[config.mk]
export PLATFORM = sky130hd
export DESIGN_NAME = fetch_unit
export DESIGN_NICKNAME = d
export VERILOG_FILES = /design/src/rtl/fetch_unit.sv
export SDC_FILE = /design/constraint.sdc
export NUM_CORES = 1
export LEC_CHECK = 0
export BUFFER_PORTS_ARGS = -buffer_cell sky130_fd_sc_hd__buf_4
export CAP_MARGIN = 5
export CELL_PAD_IN_SITES_DETAIL_PLACEMENT = 1
export CELL_PAD_IN_SITES_GLOBAL_PLACEMENT = 2
export CORE_AREA = 8 8 170 172
export CTS_BUF_LIST = sky130_fd_sc_hd__clkbuf_16
export DETAILED_ROUTE_END_ITERATION = 8
export DIE_AREA = 0 0 178 180
export HOLD_SLACK_MARGIN = 0.03
export PLACE_DENSITY_LB_ADDON = 0.1
export SETUP_SLACK_MARGIN = 0.05
export SYNTH_ARGS = -nofsm -noshare
export SYNTH_HDL_FRONTEND = slang
export SYNTH_SLANG_ARGS = --single-unit
[constraint.sdc]
create_clock -name clk -period 2.1 [get_ports clk]
set_clock_uncertainty 0.1 [all_clocks]
set_input_delay 0.21 -clock clk [delete_from_list [all_inputs] [get_ports clk]]
set_output_delay 0.21 -clock clk [all_outputs]
set_load 0.01 [all_outputs]
[src/rtl/fetch_unit.sv]
// fetch_unit: instruction fetch stage with one outstanding imem request and redirect flush
// Ports:
//   clk, rst                      clock, synchronous active-high reset
//   stall                         decode cannot accept; holds the output slot
//   redirect, NPC                 PC override and its target (NPC[1:0] ignored)
//   imem_req, imem_addr           fetch request and address (fetch_pc)
//   imem_ready                    request accepted when imem_req & imem_ready
//   imem_valid, imem_rdata        single-cycle response pulse and word
//   IR, PC, PC_plus_4, ir_valid   output slot to decode; consumed on ir_valid & !stall
module fetch_unit #(
    parameter logic [31:0] RESET_PC = 32'h0000_0000
) (
    input  logic        clk,
    input  logic        rst,
    input  logic        stall,
    input  logic        redirect,
    input  logic [31:0] NPC,
    output logic        imem_req,
    output logic [31:0] imem_addr,
    input  logic        imem_ready,
    input  logic        imem_valid,
    input  logic [31:0] imem_rdata,
    output logic [31:0] IR,
    output logic [31:0] PC,
    output logic [31:0] PC_plus_4,
    output logic        ir_valid
);
    typedef enum logic [1:0] {S_REQ, S_WAIT, S_DRAIN} state_t;
    state_t      r_state;
    logic [31:0] r_fetch_pc;
    logic [31:0] r_req_pc;
    logic        w_accept;
    logic [31:0] w_target;
    // Only request when the slot is empty or is being consumed this cycle.
    assign imem_req  = (r_state == S_REQ) & (!ir_valid | !stall);
    assign imem_addr = r_fetch_pc;
    assign w_accept  = imem_req & imem_ready;
    assign w_target  = NPC & 32'hFFFF_FFFC;
    always_ff @(posedge clk) begin
        if (rst) begin
            r_state    <= S_REQ;
            r_fetch_pc <= RESET_PC;
            r_req_pc   <= RESET_PC;
            ir_valid   <= 1'b0;
            IR         <= 32'h0;
            PC         <= RESET_PC;
            PC_plus_4  <= RESET_PC + 32'd4;
        end else if (redirect) begin
            // Redirect flushes the slot and any in-flight word; an accepted or
            // still-pending request must have its response drained first.
            r_fetch_pc <= w_target;
            ir_valid   <= 1'b0;
            r_state    <= (r_state == S_REQ)  ? (w_accept ? S_DRAIN : S_REQ) :
                          (r_state == S_WAIT) ? (imem_valid ? S_REQ : S_DRAIN) : S_DRAIN;
        end else begin
            if (ir_valid && !stall)
                ir_valid <= 1'b0;
            case (r_state)
                S_REQ: begin
                    if (w_accept) begin
                        r_req_pc   <= r_fetch_pc;
                        r_fetch_pc <= r_fetch_pc + 32'd4;
                        r_state    <= S_WAIT;
                    end
                end
                S_WAIT: begin
                    if (imem_valid) begin
                        IR        <= imem_rdata;
                        PC        <= r_req_pc;
                        PC_plus_4 <= r_req_pc + 32'd4;
                        ir_valid  <= 1'b1;
                        r_state   <= S_REQ;
                    end
                end
                default: begin
                    if (imem_valid)
                        r_state <= S_REQ;
                end
            endcase
        end
    end
endmodule

Yosys cells after proc, flatten, opt, wreduce, memory -nomap -nowiden
Cells that the tools add are included.

Register bits: 163. Bits of input ports: 70. Output and inout port bits: 130. Word-level logic and storage cells: 43.

Add/subtract/negate cells: 2. Eq/ne operators: 2. Muxes and demuxes: 14. Bitwise gates (word level): 4. Reductions and logical operators: 13.

Operator list (count): 2-to-1 mux 32 bit (3); adder 32 x 3 -> 32 bit (second input constant) (2); 2-to-1 mux 2 bit (8); AND reduction 2 bit (3); AND reduction 3 bit (2); nonzero test 2 bit (2); 2-to-1 mux 1 bit (3); != test 3 bit (second input constant) (1); nonzero test 3 bit (1); AND 1 bit (2); == test 2 x 1 -> 1 bit (second input constant) (1); logical NOT 1 bit (2); logical NOT 2 bit (1); OR reduction 2 bit (1); logical AND 1 bit (1); inverter 1 bit (1); bitwise OR 1 bit (1).

Longest topological paths before layout
Gate-level depths: netlist of run 1.

Depth in word-level cells: 7. Gate-level depth with buffers: 7. Depth with buffers taken out: 5.

Least setup slack after synthesis of run 1
No wires, ideal clock.

Path kind: reg-to-reg. Start point: register r_fetch_pc[18], in the netlist imem_addr[18]. End point: register r_fetch_pc[30], in the netlist imem_addr[30]. Arrival: 1.823 ns. Required time: 1.888 ns. Setup slack: 0.065 ns. Stages on the path, launching flop included: 6. Path buffers: 1. Period minus slack after synthesis: 2.035 ns. Path through: dfxtp_1 > nand4_1 > or4_1 > buf_2 > o41a_1 > a2111oi_1.

Cells in the longest elaborated chain, start to end: 4.

Ends and longest elaborated chain: start: declaration (line 30) `logic [31:0] r_fetch_pc;`; start signal: assignment (line 51) `r_fetch_pc <= w_target;`; start signal: assignment (line 62) `r_fetch_pc <= r_fetch_pc + 32'd4;`; adder 32 x 3 -> 32 bit (line 62); 2-to-1 mux 32 bit (line 60) `if (w_accept) begin`; 2-to-1 mux 32 bit (line 58) `case (r_state)`; 2-to-1 mux 32 bit (line 48) `end else if (redirect) begin`.

Every way passes these cells. The select of a mux whose other input is x is not followed. A chain may end at the register's enable or synchronous reset.

Final worst setup path of run 1
Start point: register r_req_pc[2]. End point: register PC_plus_4[20].

Cells in the longest elaborated chain, start to end: 1.

Ends and longest elaborated chain: start: declaration (line 31) `logic [31:0] r_req_pc;`; start signal: assignment (line 61) `r_req_pc <= r_fetch_pc;`; adder 32 x 3 -> 32 bit (line 70) `PC_plus_4 <= r_req_pc + 32'd4;`; end signal: assignment (line 47) `PC_plus_4 <= RESET_PC + 32'd4;`; end signal: assignment (line 70); end: declaration (line 25) `output logic [31:0] PC_plus_4,`.

Every way passes these cells.

==> flow_summary.yaml, run 1 <==
status:
  status: "completed"
placement:
  portBuffers: 191
  post_dp_cell_area_mm2: 0.009096
  gp_congestion: 0.7880
  place_ws_ns: -0.04857
  dp_hpwl_um: 18980
yosys:
  synth_area_leader_cell: "dfxtp_1"
  ys_ff_latch: 155
  yosysWarnings: 0
  syn-cell-area_mm2: 0.006716
  seq_area_frac_synth_pct: 46.20
  synth-edff-count: 0
  syn_area_per_cell_um2: 7.902
  yosysUniqueCellTypes: 51
  netlist_instances: 850
  synth_area_leaders: "dfxtp_1 (46%), nand2_1 (12%), a21oi_1 (7.1%)"
  synthArstFlopShare_pct: 0
  ys.flop_type: "dfxtp_1"
  synth_top_area_share_pct: 46.20
finish:
  area_delta_synth_final_pct: 54.47
  final_common_cell: "buf_4"
  final_area_mm2: 0.01038
  antenna-diode-count: 0
  final_cell_mix: "buf_4 (280), nand2_1 (207), dfxtp_1 (152)"
  utilization_pct: 39.37
  drive_above_1_share_pct: 29.63
  filler_cell_count: 3133
  nNetsFinal: 1220
power_and_ir_drop:
  ir_worst_vdd_uv: 387.6
  p_seq_share_pct: 43.9
  combPwrFrac_pct: 11.7
  leakage_nw: 3.977
  swShare_pct: 25.86
  switching_power_w: 0.001814
  powerDensity_mw_per_mm2: 676.2
  intPower_w: 0.005201
  p_clk_share_pct: 44.4
global_routing:
  grt_pass1_vias: 7301
  antenna_found_initial: 0
  grt_usage_pct: 16.11
  grt_pass1_wl_um: 41390
  grt-ovfl-total: 0
  grt_max_degree: 133
routing:
  detail_route.iter0.violations: 315
  viasPerCell: 4.773
  final_antenna_net_count: 0
  wl_per_cell_um: 17.43
  vias: 7169
  drc_errors: 0
  drt-total-wl_um: 26180
  dr.pass1.iters: 4
timing:
  final.period_utilization_pct: 94.26
  slew_violations: 0
  fin_crit_ns: 1.980
  finalHoldViolations: 0
  max_freq_mhz: 505.2
  fin_setup_tns_ns: 0
  setup_ws_ns: 0.1205
  max_slew_margin_pct: 55.60
  tightest_slew_ns: 0.6659
  rsz0062_at_grt: "true"
  setup_violations: 0
floorplanning:
  start_util_pct: 25.49
  core_mm2: 0.02635
  rows: 60
  io_pins: 200
  die_w_um: 178
  die_y_um: 180
  die_area_mm2: 0.03204
clock_tree:
  numCtsBuffers: 17
  root_buffer: "clkbuf_16"
  cts_tree: "done"
  max-clock-path-buffers: 2
  path_clk_slew_ns: 0.07
  htree_levels: 4
  numClockSinks: 155
  clk_latency_ns: 0.43
run:
  maxCapViolCount: 0
setup_path:
  cp_max_fo: 11
  endpoint_kind: "register"
  cp_data_arrival_time_ns: 2.23
  cp-start-kind: "register"
  critPathKind: "register to register"
  required_ns: 2.35
hold_path:
  hold_class: "input port to register"
metal layers:
layer	track usage, %	part of all wire (%)
met1	22.62	49
met2	24.84	45
met3	3.395	5.2
met4	3.436	0.72
met5	0	0
state kept, by name, indices dropped and copies added, names as in the netlist:
| signal | flops |
|---|---|
| imem_addr | 30 |
| IR | 32 |
| r_state | 2 |
| r_req_pc | 30 |
| PC | 30 |
| PC_plus_4 | 30 |
| ir_valid | 1 |
worst max-delay path, stage by stage (launching register included):
cell,delay (ns)
dfxtp_1,0.34
ha_2,0.18
nand2_1,0.07
or4_1,0.55
buf_6,0.17
or3_1,0.34
a31oi_1,0.15
cells by family after synthesis:
logic type	share of synthesized area, %
compound gates	19.50
xor+xnor	2.217
fa+ha+maj	0.3725
buf+inv	5.142
flops	46.20
mux	0.1490
other cells	0.05583
simple gates	26.36
metrics by stage:
stage	hold slack, ns	instances	total power [W]
5_1_grt	0.06051	1502	0.007348
4_1_cts	0.03184	1501	0.007144
3_5_place_dp	0.3493	1408	0.003870
3_3_place_gp	0.3441	1408	0.003869
6_report	0.04708	1502	0.007015
2_1_floorplan	0.2460	855	0.003450
Yosys cell counts, types with 10 or more instances:
library cell / instances
a211oi_1: 24
a21oi_1: 95
a311oi_1: 17
a31oi_1: 11
buf_1: 10
clkbuf_1: 52
dfxtp_1: 155
inv_1: 10
nand2_1: 208
nand3_1: 16
nand4_1: 20
nor2_1: 42
nor3_1: 20
nor4_1: 11
o21ai_0: 34
or3_1: 12
or4_1: 13
xor2_1: 10
power by group through the flow:
stage                     logic [W]  registers [W]  clock network [W]
after floorplan            0.000269        0.00318                  0
after global placement     0.000727        0.00314                  0
after detailed placement   0.000726        0.00314                  0
after CTS                  0.000823        0.00308            0.00324
after global routing       0.000899        0.00309            0.00336
final                      0.000818        0.00308            0.00312
cell type report:
class	instances	area, µm²	area share, %
Clock buffer	17	425.4	4.100
Clock inverter	15	162.7	1.568
Timing Repair Buffer	348	2845	27.42
Inverter	10	37.54	0.3618
Multi-Input combinational cell	616	3371	32.49
Tap cell	341	426.7	4.112
Sequential cell	155	3107	29.94
what timing repair did:
item | CTS | global route
resized for setup | 4 | 13
hold buffers | 60 | 0
endpoints found under the hold margin | 61 | 0
setup buffers | 1 | 1
endpoints found under the setup margin | 6 | 20
pin swaps | 0 | 5
worst paths after layout:
kind | start | end | slack, ns | cells past startpoint
worst max-delay path | r_req_pc[2]$_SDFFE_PP0P_ | PC_plus_4[20]$_SDFFE_PP0P_ | 0.12 | 6
worst min-delay path | stall | ir_valid$_SDFF_PP0_ | 0.05 | 3
worst max register to register | r_req_pc[2]$_SDFFE_PP0P_ | PC_plus_4[20]$_SDFFE_PP0P_ | 0.12 | 6
worst min register to register | PC[31]$_SDFFE_PP0P_ | PC[31]$_SDFFE_PP0P_ | 0.35 | 2
Power figures use the tool's default switching activity.
==> run 2: changes to the inputs <==
MAX_ROUTING_LAYER = met4   (was not set)
==> run 2 against run 1 <==
Net effect:
- non-clock buffer count unchanged
- count of clock-buffer cells in the layout unchanged
- via count decreased by 0.29%
- clock power about the same
- worst setup slack got worse by 0.0032 ns
- cell count unchanged
- sequential power about the same
- routed wire length decreased by 0.13%
- largest cell class unchanged
==> flow_summary.yaml, run 2 (synthesized netlist as in run 1, its figures left out) <==
status:
  status: "completed"
finish:
  final_area_mm2: 0.01038
  utilization_pct: 39.37
  final_common_cell: "buf_4"
  final_cell_mix: "buf_4 (280), nand2_1 (207), dfxtp_1 (152)"
  antenna-diode-count: 0
  top_register: "IR"
  nNetsFinal: 1220
  area_delta_synth_final_pct: 54.47
  largest_reg_flops: 32
  drive_above_1_share_pct: 29.63
clock_tree:
  cts_tree: "done"
  root_buffer: "clkbuf_16"
  path_clk_slew_ns: 0.07
  htree_levels: 4
  numCtsBuffers: 17
  max-clock-path-buffers: 2
  clk_latency_ns: 0.43
  numClockSinks: 155
timing:
  setup_violations: 0
  rsz0062_at_grt: "true"
  max_slew_margin_pct: 55.44
  max_freq_mhz: 504.4
  slew_violations: 0
  final.period_utilization_pct: 94.41
  fin_setup_tns_ns: 0
  whs_ns: 0.04976
  fin_crit_ns: 1.983
  finalHoldViolations: 0
  tightest_slew_ns: 0.6684
setup_path:
  cp_max_fo: 11
  endpoint_kind: "register"
  r2r_slack_ns: 0.12
  slowest_stage: "or4_1"
  cp_data_arrival_time_ns: 2.23
  critPathKind: "register to register"
  cp-start-kind: "register"
  required_ns: 2.35
  startpoint: "r_req_pc[2]$_SDFFE_PP0P_"
  r2r_start: "r_req_pc[2]$_SDFFE_PP0P_"
  cp_num_buf_inv: 1
  worstSetupEndpoint: "PC_plus_4[18]$_SDFFE_PP0P_"
  reg2reg_to: "PC_plus_4[18]$_SDFFE_PP0P_"
  crit_path_max_incr_delay_ns: 0.55
  worst_r2r_path_depth: 6
  path_cells: "ha_2, nand2_1, or4_1, buf_6, or3_1, a31oi_1"
  worstSetupPathDepth: 6
  cp_top_family: "simple AND/OR/NAND/NOR gates"
routing:
  drc_errors: 0
  dr_wl_met3_um: 1276
  vias: 7148
  wl_per_cell_um: 17.41
  highest_layer: "met4"
  dr.pass1.iters: 4
  drt-total-wl_um: 26150
  wl_met2_um: 11690
  final_antenna_net_count: 0
  detail_route.iter0.violations: 315
  wl_met1_um: 12990
  viasPerCell: 4.759
floorplanning:
  io_pins: 200
  die_area_mm2: 0.03204
  rows: 60
  start_util_pct: 25.49
  core_mm2: 0.02635
  die_w_um: 178
  die_y_um: 180
run:
  maxCapViolCount: 0
power_and_ir_drop:
  p_seq_share_pct: 43.9
  p_total_w: 0.007018
  ir_worst_vdd_uv: 385.2
  switching_power_w: 0.001816
  combPwrFrac_pct: 11.7
  swShare_pct: 25.88
  intPower_w: 0.005202
  leakage_nw: 3.977
  p_clk_share_pct: 44.4
  powerDensity_mw_per_mm2: 676.4
global_routing:
  grt_pass1_vias: 7309
  grt_pass1_wl_um: 41410
  grt_max_degree: 133
  grt_usage_pct: 16.59
  antenna_found_initial: 0
  grt-ovfl-total: 0
hold_path:
  hold_class: "input port to register"
placement:
  gp_congestion: 0.7988
  dp_hpwl_um: 18980
  post_dp_cell_area_mm2: 0.009096
  portBuffers: 191
-- run 2: cell type report --
type,count,area (µm²)
clock inverter,15,162.7
clock buffer,17,425.4
inverter,10,37.54
sequential,155,3107
timing repair buffer,348,2845
tap,341,426.7
fill,3133,15980
multi-input combinational,616,3371
-- run 2: metal layers --
metal	vias to the layer above	track usage (%)
li1	3604	-
met1	3354	23.07
met2	175	24.74
met3	15	2.934
met4	0	3.436
met5	-	-
-- run 2: stage by stage --
step / cells / setup WS, ns
4_1_cts: 1501 / 0.06478
3_5_place_dp: 1408 / -0.04857
6_report: 1502 / 0.1173
5_1_grt: 1502 / 0.04014
2_1_floorplan: 855 / 0.06508
3_3_place_gp: 1408 / 0.009654
-- run 2: power groups by stage --
stage	Sequential (W)	Combinational, W	Clock (W)
after floorplan	0.00318	0.000269	0
after detailed placement	0.00314	0.000726	0
after CTS	0.00308	0.000823	0.00324
after global placement	0.00314	0.000727	0
final	0.00308	0.000820	0.00312
after global routing	0.00309	0.000898	0.00336
-- run 2: worst min-delay path, cell delays in order --
cell and delay [ns]:
buf_4 0.11, a22oi_1 0.08, nor3_1 0.12
-- run 2: worst min path at each step --
stage | slack (ns) | cells past startpoint | end | startpoint
floorplan | 0.25 | 2 | IR[0]$_SDFFE_PP0P_ | imem_rdata[0]
finish | 0.05 | 3 | ir_valid$_SDFF_PP0_ | stall
global route | 0.06 | 3 | imem_addr[13]$_SDFFE_PP0P_ | NPC[13]
CTS | 0.03 | 3 | ir_valid$_SDFF_PP0_ | stall
detailed placement | 0.35 | 2 | PC[31]$_SDFFE_PP0P_ | PC[31]$_SDFFE_PP0P_
global placement | 0.34 | 2 | IR[12]$_SDFFE_PP0P_ | IR[12]$_SDFFE_PP0P_
-- run 2: what timing repair did --
action                                 4_1_cts  5_1_grt
resized for setup                            4       13
buffers inserted                             1        1
hold buffers                                60        0
setup endpoints to repair                    6       20
endpoints found under the hold margin       61        0
pin swaps                                    0        5
==> run 3: changes to the inputs <==
PLACE_DENSITY = 0.71   (was not set)
PLACE_DENSITY_LB_ADDON = not set   (was 0.1)
==> run 3 against run 2 <==
Net effect:
- critical path depth fell by 1
- register-to-register slack about the same
- first-iteration DRC count is 7.6% lower
- sequential power about the same
- sequential share of layout area about the same
- utilization rose by 0.085 points
- maximum frequency shrank 0.71%
- count of clock-buffer cells in the layout did not move
- flip-flop and latch count is the same
- design area increased by 0.22%
==> flow_summary.yaml, run 3 (synthesized netlist as in run 1, its figures left out) <==
routing:
  dr.pass1.iters: 4
  vias: 7170
  wl_met2_um: 11330
  drt-total-wl_um: 25620
  dr_wl_met3_um: 1266
  final_antenna_net_count: 0
  detail_route.iter0.violations: 291
  highest_layer: "met4"
  viasPerCell: 4.790
  wl_met1_um: 12680
  wl_per_cell_um: 17.11
  drc_errors: 0
timing:
  fin_crit_ns: 1.997
  fin_setup_tns_ns: 0
  rsz0062_at_grt: "true"
  setup_ws_ns: 0.1032
  max_freq_mhz: 500.8
  finalHoldViolations: 0
  setup_violations: 0
  tightest_slew_ns: 0.5576
  final.period_utilization_pct: 95.09
  max_slew_margin_pct: 62.49
  slew_violations: 0
power_and_ir_drop:
  p_seq_share_pct: 42.5
  intPower_w: 0.005526
  combPwrFrac_pct: 11.4
  swShare_pct: 23.67
  powerDensity_mw_per_mm2: 696.3
  p_clk_share_pct: 46.0
  switching_power_w: 0.001714
  ir_worst_vdd_uv: 525.4
  leakage_nw: 3.982
hold_path:
  worstHoldPathCells: 3
  hold_end: "imem_addr[15]$_SDFFE_PP0P_"
  hold_class: "input port to register"
  min_from: "NPC[15]"
finish:
  final_common_cell: "buf_4"
  top_register: "IR"
  largest_reg_flops: 32
  final_cell_mix: "buf_4 (274), nand2_1 (208), dfxtp_1 (149)"
  drive_above_1_share_pct: 29.33
  filler_cell_count: 3128
  area_delta_synth_final_pct: 54.81
  antenna-diode-count: 0
  nNetsFinal: 1217
setup_path:
  reg2reg_to: "imem_addr[30]$_SDFFE_PP0P_"
  r2r_slack_ns: 0.10
  cp_data_arrival_time_ns: 2.23
  cp_top_family: "simple AND/OR/NAND/NOR gates"
  r2r_start: "imem_addr[16]$_SDFFE_PP0P_"
  slowest_stage: "or4_4"
  endpoint_kind: "register"
  required_ns: 2.33
  cp_max_fo: 5
  crit_path_max_incr_delay_ns: 0.58
  worst_r2r_path_depth: 5
  path_cells: "nand4_1, or4_4, buf_4, o41a_1, a2111oi_4"
  cp-start-kind: "register"
  cp_num_buf_inv: 1
  critPathKind: "register to register"
floorplanning:
  die_y_um: 180
  die_area_mm2: 0.03204
  io_pins: 200
  start_util_pct: 25.49
  rows: 60
  core_mm2: 0.02635
  die_w_um: 178
clock_tree:
  htree_levels: 4
  clk_latency_ns: 0.42
  path_clk_slew_ns: 0.07
  numCtsBuffers: 17
  max-clock-path-buffers: 2
  cts_tree: "done"
  root_buffer: "clkbuf_16"
  numClockSinks: 155
global_routing:
  grt_max_degree: 88
  grt-ovfl-total: 0
  grt_usage_pct: 16.05
  antenna_found_initial: 0
  grt_pass1_vias: 7277
  grt_pass1_wl_um: 40280
run:
  maxCapViolCount: 0
placement:
  portBuffers: 191
  gp_congestion: 0.7973
  dp_hpwl_um: 18390
  place_ws_ns: 0.01903
status:
  status: "completed"
[run 3: cell count changes in the layout (fill, tap and decap cells not counted), moves of 2 or more]
cell / previous run / this run
dfxtp_2: 3 / 5
clkinv_2: 0 / 2
bufinv_16: 2 / 5
inv_6: 6 / 0
dfxtp_1: 152 / 149
buf_4: 280 / 274
[run 3: timing repair]
item	CTS	global route
endpoints found under the hold margin	64	0
cloned	0	1
pin swaps	1	7
setup buffers	2	7
resized for setup	2	17
setup endpoints to repair	2	8
hold buffers	61	0
[run 3: cell type report]
| type | instances | area (µm²) | share of cell area [%] |
|---|---|---|---|
| multi-input cells | 616 | 3366 | 32.37 |
| flip-flops and latches | 155 | 3113 | 29.94 |
| repair buffers | 345 | 2826 | 27.18 |
| well taps | 341 | 426.7 | 4.103 |
| clock buffers | 17 | 425.4 | 4.091 |
| clock inverters | 13 | 202.7 | 1.949 |
| inverters | 10 | 37.54 | 0.3610 |
[run 3: tightest hold or removal path, stage by stage]
cell	delay, ns
buf_4	0.07
nand2b_1	0.09
o311a_1	0.17
[run 3: worst max-delay path by stage]
stage                          startpoint  slack [ns]  depth (start not counted)                    endpoint
2_1_floorplan  imem_addr[18]$_SDFFE_PP0P_        0.07                          5  imem_addr[30]$_SDFFE_PP0P_
3_3_place_gp   imem_addr[21]$_SDFFE_PP0P_        0.08                          4  imem_addr[30]$_SDFFE_PP0P_
3_5_place_dp   imem_addr[21]$_SDFFE_PP0P_        0.02                          4  imem_addr[30]$_SDFFE_PP0P_
4_1_cts           r_state[1]$_SDFFE_PP0P_        0.05                          6  imem_addr[28]$_SDFFE_PP0P_
5_1_grt        imem_addr[16]$_SDFFE_PP0P_       0.008                          5  imem_addr[30]$_SDFFE_PP0P_
6_report       imem_addr[16]$_SDFFE_PP0P_        0.10                          5  imem_addr[30]$_SDFFE_PP0P_
[run 3: routing by layer]
metal | vias up | track usage, %
met4 | 0 | 4.203
met2 | 179 | 24.31
met3 | 25 | 2.934
met1 | 3377 | 21.60
met5 | - | -
li1 | 3589 | -
[run 3: power by group through the flow]
stage | Combinational, W | Sequential (W) | Clock (W)
3_3_place_gp | 0.000720 | 0.00314 | 0
4_1_cts | 0.000823 | 0.00308 | 0.00343
2_1_floorplan | 0.000269 | 0.00318 | 0
5_1_grt | 0.000907 | 0.00309 | 0.00355
6_report | 0.000828 | 0.00308 | 0.00333
3_5_place_dp | 0.000721 | 0.00314 | 0
[run 3: per-stage QoR]
step | std cells | hold WS [ns] | cell area, µm² | total power [W] | utilization (%)
floorplan | 855 | 0.2460 | 6735 | 0.003450 | -
global placement | 1396 | 0.3429 | 9014 | 0.003859 | 34.21
detailed placement | 1396 | 0.3502 | 9014 | 0.003863 | 34.21
CTS | 1489 | 0.03165 | 10280 | 0.007334 | 39.00
global route | 1497 | 0.05091 | 10400 | 0.007541 | 39.46
finish | 1497 | 0.05159 | 10400 | 0.007240 | 39.46
